`config.mk`:
```
export PLATFORM = sky130hd
export DESIGN_NAME = rca_lsq
export DESIGN_NICKNAME = d
export VERILOG_FILES = /design/src/rtl/rca_lsq.sv
export SDC_FILE = /design/constraint.sdc
export NUM_CORES = 1
export LEC_CHECK = 0
export CAP_MARGIN = 20
export CORE_ASPECT_RATIO = 0.75
export CORE_MARGIN = 3
export CORE_UTILIZATION = 45
export CTS_CLUSTER_SIZE = 10
export DETAILED_ROUTE_END_ITERATION = 8
export PLACE_DENSITY = 0.69
export SYNTH_ARGS = -nofsm -noshare
export SYNTH_HDL_FRONTEND = slang
export SYNTH_SLANG_ARGS = --single-unit
```
`constraint.sdc`:
```
create_clock -name clk -period 8.3 [get_ports clk]
set_clock_uncertainty 0.05 [all_clocks]
set_input_delay 1.66 -clock clk [delete_from_list [all_inputs] [get_ports clk]]
set_output_delay 1.66 -clock clk [all_outputs]
set_load 0.02 [all_outputs]
```
`src/rtl/rca_lsq.sv`:
```
// rca_lsq: in-order load/store queue between a PR module and a word memory port.
// Buffers requests in a circular FIFO, issues one memory operation at a time,
// steers store bytes onto lanes with byte enables, and extends load results.
// Ports:
//   clk, rst                 clock, asynchronous active-high reset
//   addr, data, fn3          request byte address, right-aligned store data, funct3
//   load, store, new_request request kind and valid
//   lsq_full                 queue full (request presented while high is dropped)
//   load_data, load_complete extended load result and its one-cycle valid pulse
//   mem_addr, mem_wdata      word address and lane-steered store data
//   mem_be, mem_load/_store  byte enables (0 for loads) and head entry kind
//   mem_req_valid/_ready     memory request handshake
//   mem_rdata, mem_rvalid    memory load response
module rca_lsq #(
  parameter int unsigned DEPTH = 4,
  localparam int unsigned XLEN = 32
) (
  input  logic            clk,
  input  logic            rst,
  input  logic [XLEN-1:0] addr,
  input  logic [XLEN-1:0] data,
  input  logic [2:0]      fn3,
  input  logic            load,
  input  logic            store,
  input  logic            new_request,
  output logic            lsq_full,
  output logic [XLEN-1:0] load_data,
  output logic            load_complete,
  output logic [XLEN-1:0] mem_addr,
  output logic [XLEN-1:0] mem_wdata,
  output logic [3:0]      mem_be,
  output logic            mem_load,
  output logic            mem_store,
  output logic            mem_req_valid,
  input  logic            mem_req_ready,
  input  logic [XLEN-1:0] mem_rdata,
  input  logic            mem_rvalid
);

  localparam int unsigned PTR_W = $clog2(DEPTH);
  localparam int unsigned CNT_W = PTR_W + 1;
  localparam logic [CNT_W-1:0] FULL_CNT = CNT_W'(DEPTH);

  typedef enum logic {IDLE, WAIT_LOAD} state_t;

  // Queue storage; contents are only observed through a valid head entry.
  logic [XLEN-1:0] r_q_addr [DEPTH];
  logic [XLEN-1:0] r_q_data [DEPTH];
  logic [2:0]      r_q_fn3  [DEPTH];
  logic            r_q_load [DEPTH];

  logic [PTR_W-1:0] r_wr_ptr;
  logic [PTR_W-1:0] r_rd_ptr;
  logic [CNT_W-1:0] r_count;

  state_t          r_state;
  logic [2:0]      r_ld_fn3;
  logic [1:0]      r_ld_off;
  logic [XLEN-1:0] r_load_data;
  logic            r_load_complete;

  logic            w_empty;
  logic            w_full;
  logic            w_push;
  logic            w_pop;
  logic            w_req_valid;
  logic [XLEN-1:0] w_head_addr;
  logic [XLEN-1:0] w_head_data;
  logic [2:0]      w_head_fn3;
  logic            w_head_load;
  logic [7:0]      w_byte;
  logic [15:0]     w_half;
  logic [XLEN-1:0] w_load_ext;

  // Occupancy decode from the registered count only.
  assign w_empty = (r_count == '0);
  assign w_full  = (r_count == FULL_CNT);
  assign lsq_full = w_full;

  // Requests asking for both or neither kind are dropped.
  assign w_push = new_request && !w_full && (load ^ store);
  assign w_req_valid = (r_state == IDLE) && !w_empty;
  assign w_pop  = w_req_valid && mem_req_ready;

  assign w_head_addr = r_q_addr[r_rd_ptr];
  assign w_head_data = r_q_data[r_rd_ptr];
  assign w_head_fn3  = r_q_fn3[r_rd_ptr];
  assign w_head_load = r_q_load[r_rd_ptr];

  // Entry write port.
  always_ff @(posedge clk) begin
    if (w_push) begin
      r_q_addr[r_wr_ptr] <= addr;
      r_q_data[r_wr_ptr] <= data;
      r_q_fn3[r_wr_ptr]  <= fn3;
      r_q_load[r_wr_ptr] <= load;
    end
  end

  // Pointers and occupancy; pointers wrap naturally at DEPTH.
  always_ff @(posedge clk or posedge rst) begin
    if (rst) begin
      r_wr_ptr <= '0;
      r_rd_ptr <= '0;
      r_count  <= '0;
    end else begin
      if (w_push) r_wr_ptr <= r_wr_ptr + PTR_W'(1);
      if (w_pop)  r_rd_ptr <= r_rd_ptr + PTR_W'(1);
      unique case ({w_push, w_pop})
        2'b10:   r_count <= r_count + CNT_W'(1);
        2'b01:   r_count <= r_count - CNT_W'(1);
        default: r_count <= r_count;
      endcase
    end
  end

  // Memory request fields, driven from the head entry while a request is offered.
  always_comb begin
    mem_req_valid = w_req_valid;
    mem_addr      = '0;
    mem_wdata     = '0;
    mem_be        = 4'b0000;
    mem_load      = 1'b0;
    mem_store     = 1'b0;
    if (w_req_valid) begin
      mem_addr  = {w_head_addr[XLEN-1:2], 2'b00};
      mem_load  = w_head_load;
      mem_store = !w_head_load;
      if (!w_head_load) begin
        unique case (w_head_fn3[1:0])
          2'b00: begin
            mem_wdata = {4{w_head_data[7:0]}};
            mem_be    = 4'b0001 << w_head_addr[1:0];
          end
          2'b01: begin
            mem_wdata = {2{w_head_data[15:0]}};
            mem_be    = w_head_addr[1] ? 4'b1100 : 4'b0011;
          end
          default: begin
            mem_wdata = w_head_data;
            mem_be    = 4'b1111;
          end
        endcase
      end
    end
  end

  // Load lane extraction and extension using the offset/fn3 latched at issue.
  assign w_byte = mem_rdata[{r_ld_off, 3'b000} +: 8];
  assign w_half = mem_rdata[{r_ld_off[1], 4'b0000} +: 16];

  always_comb begin
    w_load_ext = mem_rdata;
    unique case (r_ld_fn3)
      3'b000:  w_load_ext = {{24{w_byte[7]}}, w_byte};
      3'b001:  w_load_ext = {{16{w_half[15]}}, w_half};
      3'b100:  w_load_ext = {24'h0, w_byte};
      3'b101:  w_load_ext = {16'h0, w_half};
      default: w_load_ext = mem_rdata;
    endcase
  end

  // Issue FSM: one outstanding operation; loads park in WAIT_LOAD for the response.
  always_ff @(posedge clk or posedge rst) begin
    if (rst) begin
      r_state         <= IDLE;
      r_ld_fn3        <= 3'b000;
      r_ld_off        <= 2'b00;
      r_load_data     <= '0;
      r_load_complete <= 1'b0;
    end else begin
      r_load_complete <= 1'b0;
      unique case (r_state)
        IDLE: begin
          if (w_pop && w_head_load) begin
            r_ld_fn3 <= w_head_fn3;
            r_ld_off <= w_head_addr[1:0];
            r_state  <= WAIT_LOAD;
          end
        end
        WAIT_LOAD: begin
          if (mem_rvalid) begin
            r_load_data     <= w_load_ext;
            r_load_complete <= 1'b1;
            r_state         <= IDLE;
          end
        end
        default: r_state <= IDLE;
      endcase
    end
  end

  assign load_data     = r_load_data;
  assign load_complete = r_load_complete;

endmodule

```
# Word-level counts from Yosys, hierarchy flattened
# Memory sizes are Yosys's and may differ from the RTL's.
# Cells that the tools add are included.
# word_totals
register_bits,46
latchBits,0
mem_bits_rw,272
mem_bits_ro,0
inputBits,106
out_inout_bits,105
elab_cells,61
n_memories,4
# classes
n_addsub,4
mul,0
div,0
n_lt_le_gt_ge,0
eq_ne,7
shift,3
muxes,19
bitwise,2
reduce_logical,14
# memory_table
name,words,width,read_ports,rd_ports_with_merged_regs,write_ports,line,text
r_q_addr,4,32,1,0,1,47,logic [XLEN-1:0] r_q_addr [DEPTH];
r_q_data,4,32,1,0,1,48,logic [XLEN-1:0] r_q_data [DEPTH];
r_q_fn3,4,3,1,0,1,49,logic [2:0] r_q_fn3 [DEPTH];
r_q_load,4,1,1,0,1,50,logic r_q_load [DEPTH];
# op_table
op,n
one-hot mux 32 bit (4 select lines),1
2-to-1 mux 32 bit,3
one-hot mux 32 bit (2 select lines),1
variable part select 32 x 6 -> 16 bit,1
variable part select 32 x 6 -> 8 bit,1
2-to-1 mux 4 bit,3
"== test 3 bit, second input constant",3
2-to-1 mux 1 bit,8
one-hot mux 4 bit (2 select lines),1
logical NOT 3 bit,2
one-hot mux 3 bit (2 select lines),1
logical AND 1 bit,5
"adder 2 x 1 -> 2 bit, second input constant",2
"== test 2 x 1 -> 1 bit, second input constant",2
AND reduction 2 bit,2
"left shift 1 x 2 -> 4 bit, first input constant",1
"adder 3 x 1 -> 3 bit, second input constant",1
"== test 3 x 1 -> 1 bit, second input constant",1
logical NOT 1 bit,3
"subtractor 3 x 1 -> 3 bit, second input constant",1
"== test 2 bit, second input constant",1
logical NOT 2 bit,1
one-hot mux 1 bit (2 select lines),1
nonzero test 2 bit,1
other kinds (2),2

# Depth between registers and ports, before layout
# logic_depth
ltp_word,7
ltp_mapped,10
ltp_nobuf,10

# Least setup slack after synthesis
# OpenSTA, ideal clock, no wires.
# synth_path
path_type,input to register
start,input port load
end,memory r_q_addr[0][0] (enable)
setup_ps,433
arrival_time_ps,3767
required_ps,7817
path_slack_ps,4050
path_stages,4
path_buffers,0
cell_sequence,xor2_1 nand2_1 nor2_1 and2_1
# synth_via
elab_chain_len,4
# synth_lines
element,line,text
"start, declared",23,"input logic load,"
XOR 1 bit,81,assign w_push = new_request && !w_full && (load ^ store);
logical AND 1 bit,81,
2-to-1 mux 1 bit,92,if (w_push) begin
2-to-1 mux 1 bit (implied by the code),93,r_q_addr[r_wr_ptr] <= addr;
"end, declared",47,
# No other way between the ends.

# Final worst setup path
# layout_path
start,register r_rd_ptr[0]
end,output port mem_wdata[26]
# layout_via
elab_chain_len,5
word_cells_on_any_way,8
classes_between,1 x eq/ne; 3 x mux; 1 x reduce/logical; 3 x memory
# layout_lines
element,line,text
"start, declared",53,logic [PTR_W-1:0] r_rd_ptr;
"start signal, assigned",108,if (w_pop) r_rd_ptr <= r_rd_ptr + PTR_W'(1);
memory (4 x 3 bit),n/a,
== test 2 x 1 -> 1 bit / logical NOT 2 bit (equally long branches),130,unique case (w_head_fn3[1:0])
one-hot mux 32 bit (2 select lines),130,
2-to-1 mux 32 bit (*),129,if (!w_head_load) begin
2-to-1 mux 32 bit (*),125,if (w_req_valid) begin
"end, declared",30,"output logic [XLEN-1:0] mem_wdata,"
# Mark *: on every way between the ends. The rest lies on a longest branch, timed or not.

==> results.env <==
GR-MAX-USAGE-LAYER='met2'
REPORT.FINAL.SETUP_VIOL=0
DIE_Y_UM=153.2
CTS-BUFFERS-INSERTED=38
FINAL_WTD_CONGESTION=0.7802
POWER.DENSITY_nW_PER_UM2=372.8
FINALHOLDWORSTSLACK_PS=431.8
CLOCK_LATENCY_OF_THE_LATER_CLOCKED_REGISTER_IN_THE_WORST_SKEW_PAIR_PS=520
IOPINCOUNT=211
MAX_CAP_VIOLATIONS=0
INPUT_OUTPUT_BUFFERS=208
FLOORPLAN.ROWS=53
CLOCK_TREE_BUFFER_DEPTH=3
DP.FINAL_HPWL_UM=18470
R2R.WORST_PATH.CELLS=3
ROUTED_WIRE_LENGTH_PER_INSTANCE_UM=22.02
POWER.SWITCHING_FRACTION_PCT=34.22
DIE_AREA_UM2=31010
MOST_FREQUENT_CELLS_IN_THE_LAYOUT='272 x sky130_fd_sc_hd__edfxtp_1, 208 x sky130_fd_sc_hd__clkdlybuf4s50_1, 69 x sky130_fd_sc_hd__mux4_2'
POST-ROUTE-PERIOD-UTIL_PCT=66.00
ANTENNA_FOUND_INITIAL=7
SEQ_POWER_SHARE_PCT=36.3
YOSYS.AREA.TOP_TYPE='sky130_fd_sc_hd__edfxtp_1'
SLEW_HEADROOM_PCT=27.56
POST-CTS-SETUP-BUFFERS=0
DETAILROUTE.VIA_COUNT=7364
CTS.REPORTEDPATHS.CLKPINSLEW_PS=60
DR.PASS1.ITERS=5
SYNTH.AVG_CELL_AREA_UM2=17.65
PIN_COUNT_OF_THE_BIGGEST_NET_ENTERING_GLOBAL_ROUTING=72
SYNTHESIS.AREA_UM2=13010
LAYOUT.CORE_UTILIZATION_PCT=58.39
MAX_SLEW.WORST_PIN.SLEW_PS=1087
LAYOUT-AREA-OVERHEAD-VS-SYNTH_PCT=26.80
INTERNAL_POWER_uW=4044
NUMBER_OF_GLOBAL_ROUTE_VIAS_BEFORE_REPAIR=7475
YS_TYPES=38
DETAIL-ROUTE-ANTENNA-NETS=0
FIN_CRIT_PS=5478
TIMING_MAX_TRANSITION_VIOLATIONS_FINAL=0
TIMING.CRITICAL_PATH.TO_TYPE='primary output'
ROUTE.DETAILED.VIAS_PER_INST=5.491
IR_DROP_mV=0.2369
PLACEABLECOREAREA_UM2=28250
CTS.SINKS=318
START_UTIL_PCT=46.05
ROUTED_WL_UM=29530
GRT.MET1_USAGE_PCT=28.05
DIE-WIDTH_UM=202.3
POSTSYNTHCELLCOUNT=737
FMAX_GHz=0.1826
CP-START-KIND='flip-flop'
COMBPWRFRAC_PCT=40.4
TRITONCTS='built'
CTSHOLDBUFFERS=0
POSTSYNTHREGISTERBITS=318
WORST-SETUP-PATH-TYPE='reg2out'
SYNTH-SEQ-AREA-SHARE_PCT=71.64
HTREE_NUM_LEVELS=2
WORSTHOLDPATHTYPE='reg2reg'
WORST-ENDPOINT-REQUIRED_PS=6590
INSERTEDDIODECOUNT=0
LAYOUT_COMMONEST_CELL='sky130_fd_sc_hd__edfxtp_1'
TIMING.CRITICAL_PATH.FANOUT_MAX=49
POST-SYNTH-TOP-AREA-FRACTION_PCT=62.79
GRT_USE_MET3_PCT=5.642
REMAINING_DRC_ERRORS=0
DESIGN.FINAL.NETS=1059
TOTALPOWERFINAL_uW=6148
POWER_SWITCHING_uW=2104
DRIVE_ABOVE_1_SHARE_PCT=14.96
LEAKAGEPOWER_uW=0.005649
NON_FILLER_CELLS_FINAL=1341
RUN_STATUS='complete, no violations'
NETLIST_TOP_CELLS_AREA='sky130_fd_sc_hd__edfxtp_1 63%, sky130_fd_sc_hd__mux4_2 12%, sky130_fd_sc_hd__dfrtp_1 8.8%'
GRTUSAGETOTAL_PCT=18.95
CTS.REPAIR.RESIZED=0
RSZ_0062_RAISED_AFTER_GLOBAL_ROUTING='no'
SYNTHESIS.YOSYS.WARNINGS=0
CTS_ROOT_BUF='sky130_fd_sc_hd__clkbuf_16'
GLOBALROUTEMET2UTIL_PCT=28.33
GRT_PASS1_WL_UM=45510
GLOBALROUTEOVERFLOWTOTAL=0
WORST_HOLD_PATH.NUM_CELLS=2
REPORT.FINAL.HOLD_VIOL_COUNT=0
WORST_EP_ARRIVAL_TIME_PS=3770
SETUP_TOTAL_NEGATIVE_SLACK_PS=0
PLACED_CELLS_INCL_TAPS=1290
FIRST_ITER_VIOLATIONS=492
CLKPWRFRAC_PCT=23.3
-- final cells by class --
cell class,count,area (µm²)
well taps,385,481.7
inverters,11,41.29
clock inverters,5,50.05
flip-flops and latches,318,9326
multi-input cells,364,3441
fillers,2172,11760
clock buffers,44,994.7
repair buffers,214,2160
-- registers in the layout (all words and copies together) (netlist names) --
signal         count
load_data         32
r_ld_fn3           3
r_q_load           4
r_rd_ptr           2
r_q_data         128
r_state            1
r_ld_off           2
load_complete      1
r_q_addr         128
r_wr_ptr           2
r_q_fn3           12
r_count            3
-- per-layer routing --
layer,part of all wire (%),vias to the layer above
met5,0.34,-
met4,1.4,14
met1,45,3755
met3,8.0,49
li1,-,3280
met2,45,266
-- final timing paths --
kind,start,slack (ps),endpoint
max,r_rd_ptr[0]$_DFFE_PP0P_,2820,mem_wdata[26]
min,load_data[3]$_DFFE_PP0P_,430,load_data[3]$_DFFE_PP0P_
max reg2reg,r_rd_ptr[0]$_DFFE_PP0P_,5620,r_ld_off[1]$_DFFE_PP0P_
min reg2reg,load_data[3]$_DFFE_PP0P_,430,load_data[3]$_DFFE_PP0P_
max in group asynchronous,rst,6410,load_data[15]$_DFFE_PP0P_
min in group asynchronous,rst,1310,r_count[2]$_DFFE_PP0P_
-- critical path, cell delays in order (launching register included) --
cell                              delay (ps)
sky130_fd_sc_hd__dfrtp_4                 710
sky130_fd_sc_hd__buf_4                   830
sky130_fd_sc_hd__mux2_2                  600
sky130_fd_sc_hd__nor2_1                   90
sky130_fd_sc_hd__a211oi_1                330
sky130_fd_sc_hd__clkdlybuf4s50_1         670
-- through the flow --
step	instance area, µm²	worst slack [ps]
after CTS	16450	2678
final	16490	2822
after global placement	15400	3239
after global routing	16490	2489
after detailed placement	15400	3236
after floorplan	13010	4050
-- power groups by stage --
| stage | sequential (µW) | combinational [µW] | clock [µW] |
|---|---|---|---|
| 2_1_floorplan | 2200 | 1550 | 0 |
| 3_3_place_gp | 2290 | 2460 | 0 |
| 3_5_place_dp | 2290 | 2470 | 0 |
| 4_1_cts | 2260 | 2480 | 1460 |
| 5_1_grt | 2270 | 2660 | 1530 |
| 6_report | 2230 | 2480 | 1430 |
-- cells in the mapped netlist --
cell                       count
sky130_fd_sc_hd__a2111o_1      1
sky130_fd_sc_hd__a211oi_1      7
sky130_fd_sc_hd__a211oi_2      1
sky130_fd_sc_hd__a21oi_1      27
sky130_fd_sc_hd__and2_1       37
sky130_fd_sc_hd__and3_1        1
sky130_fd_sc_hd__buf_1         3
sky130_fd_sc_hd__buf_2        14
sky130_fd_sc_hd__buf_4         4
sky130_fd_sc_hd__buf_6         3
sky130_fd_sc_hd__clkbuf_1     21
sky130_fd_sc_hd__conb_1        1
sky130_fd_sc_hd__dfrtp_1      46
sky130_fd_sc_hd__edfxtp_1    272
sky130_fd_sc_hd__fa_1          1
sky130_fd_sc_hd__ha_1          5
sky130_fd_sc_hd__inv_1        11
sky130_fd_sc_hd__mux2_2        7
sky130_fd_sc_hd__mux2i_1      35
sky130_fd_sc_hd__mux4_2       69
sky130_fd_sc_hd__nand2_1      34
sky130_fd_sc_hd__nand2b_1      4
sky130_fd_sc_hd__nand3_1      34
sky130_fd_sc_hd__nand3b_1      8
sky130_fd_sc_hd__nor2_1       30
sky130_fd_sc_hd__nor2_2        1
sky130_fd_sc_hd__nor2b_1       8
sky130_fd_sc_hd__nor3_1        1
sky130_fd_sc_hd__o211ai_1      7
sky130_fd_sc_hd__o21a_1        1
sky130_fd_sc_hd__o21ai_0      10
sky130_fd_sc_hd__o21ba_2       1
sky130_fd_sc_hd__o21bai_1      1
sky130_fd_sc_hd__o31ai_1       8
sky130_fd_sc_hd__or2_2         7
sky130_fd_sc_hd__or3_1         9
sky130_fd_sc_hd__xnor2_1       3
sky130_fd_sc_hd__xor2_1        4
-- cells by family after synthesis --
group,count (synthesis),share of synthesized area (%)
xor+xnor,7,0.4713
buf+inv,56,2.039
mux,111,15.24
simple gates,174,6.877
flops,318,71.64
fa+ha+maj,6,0.6348
compound gates,64,3.068
other cells,1,0.02883
Power figures use the tool's default switching activity.
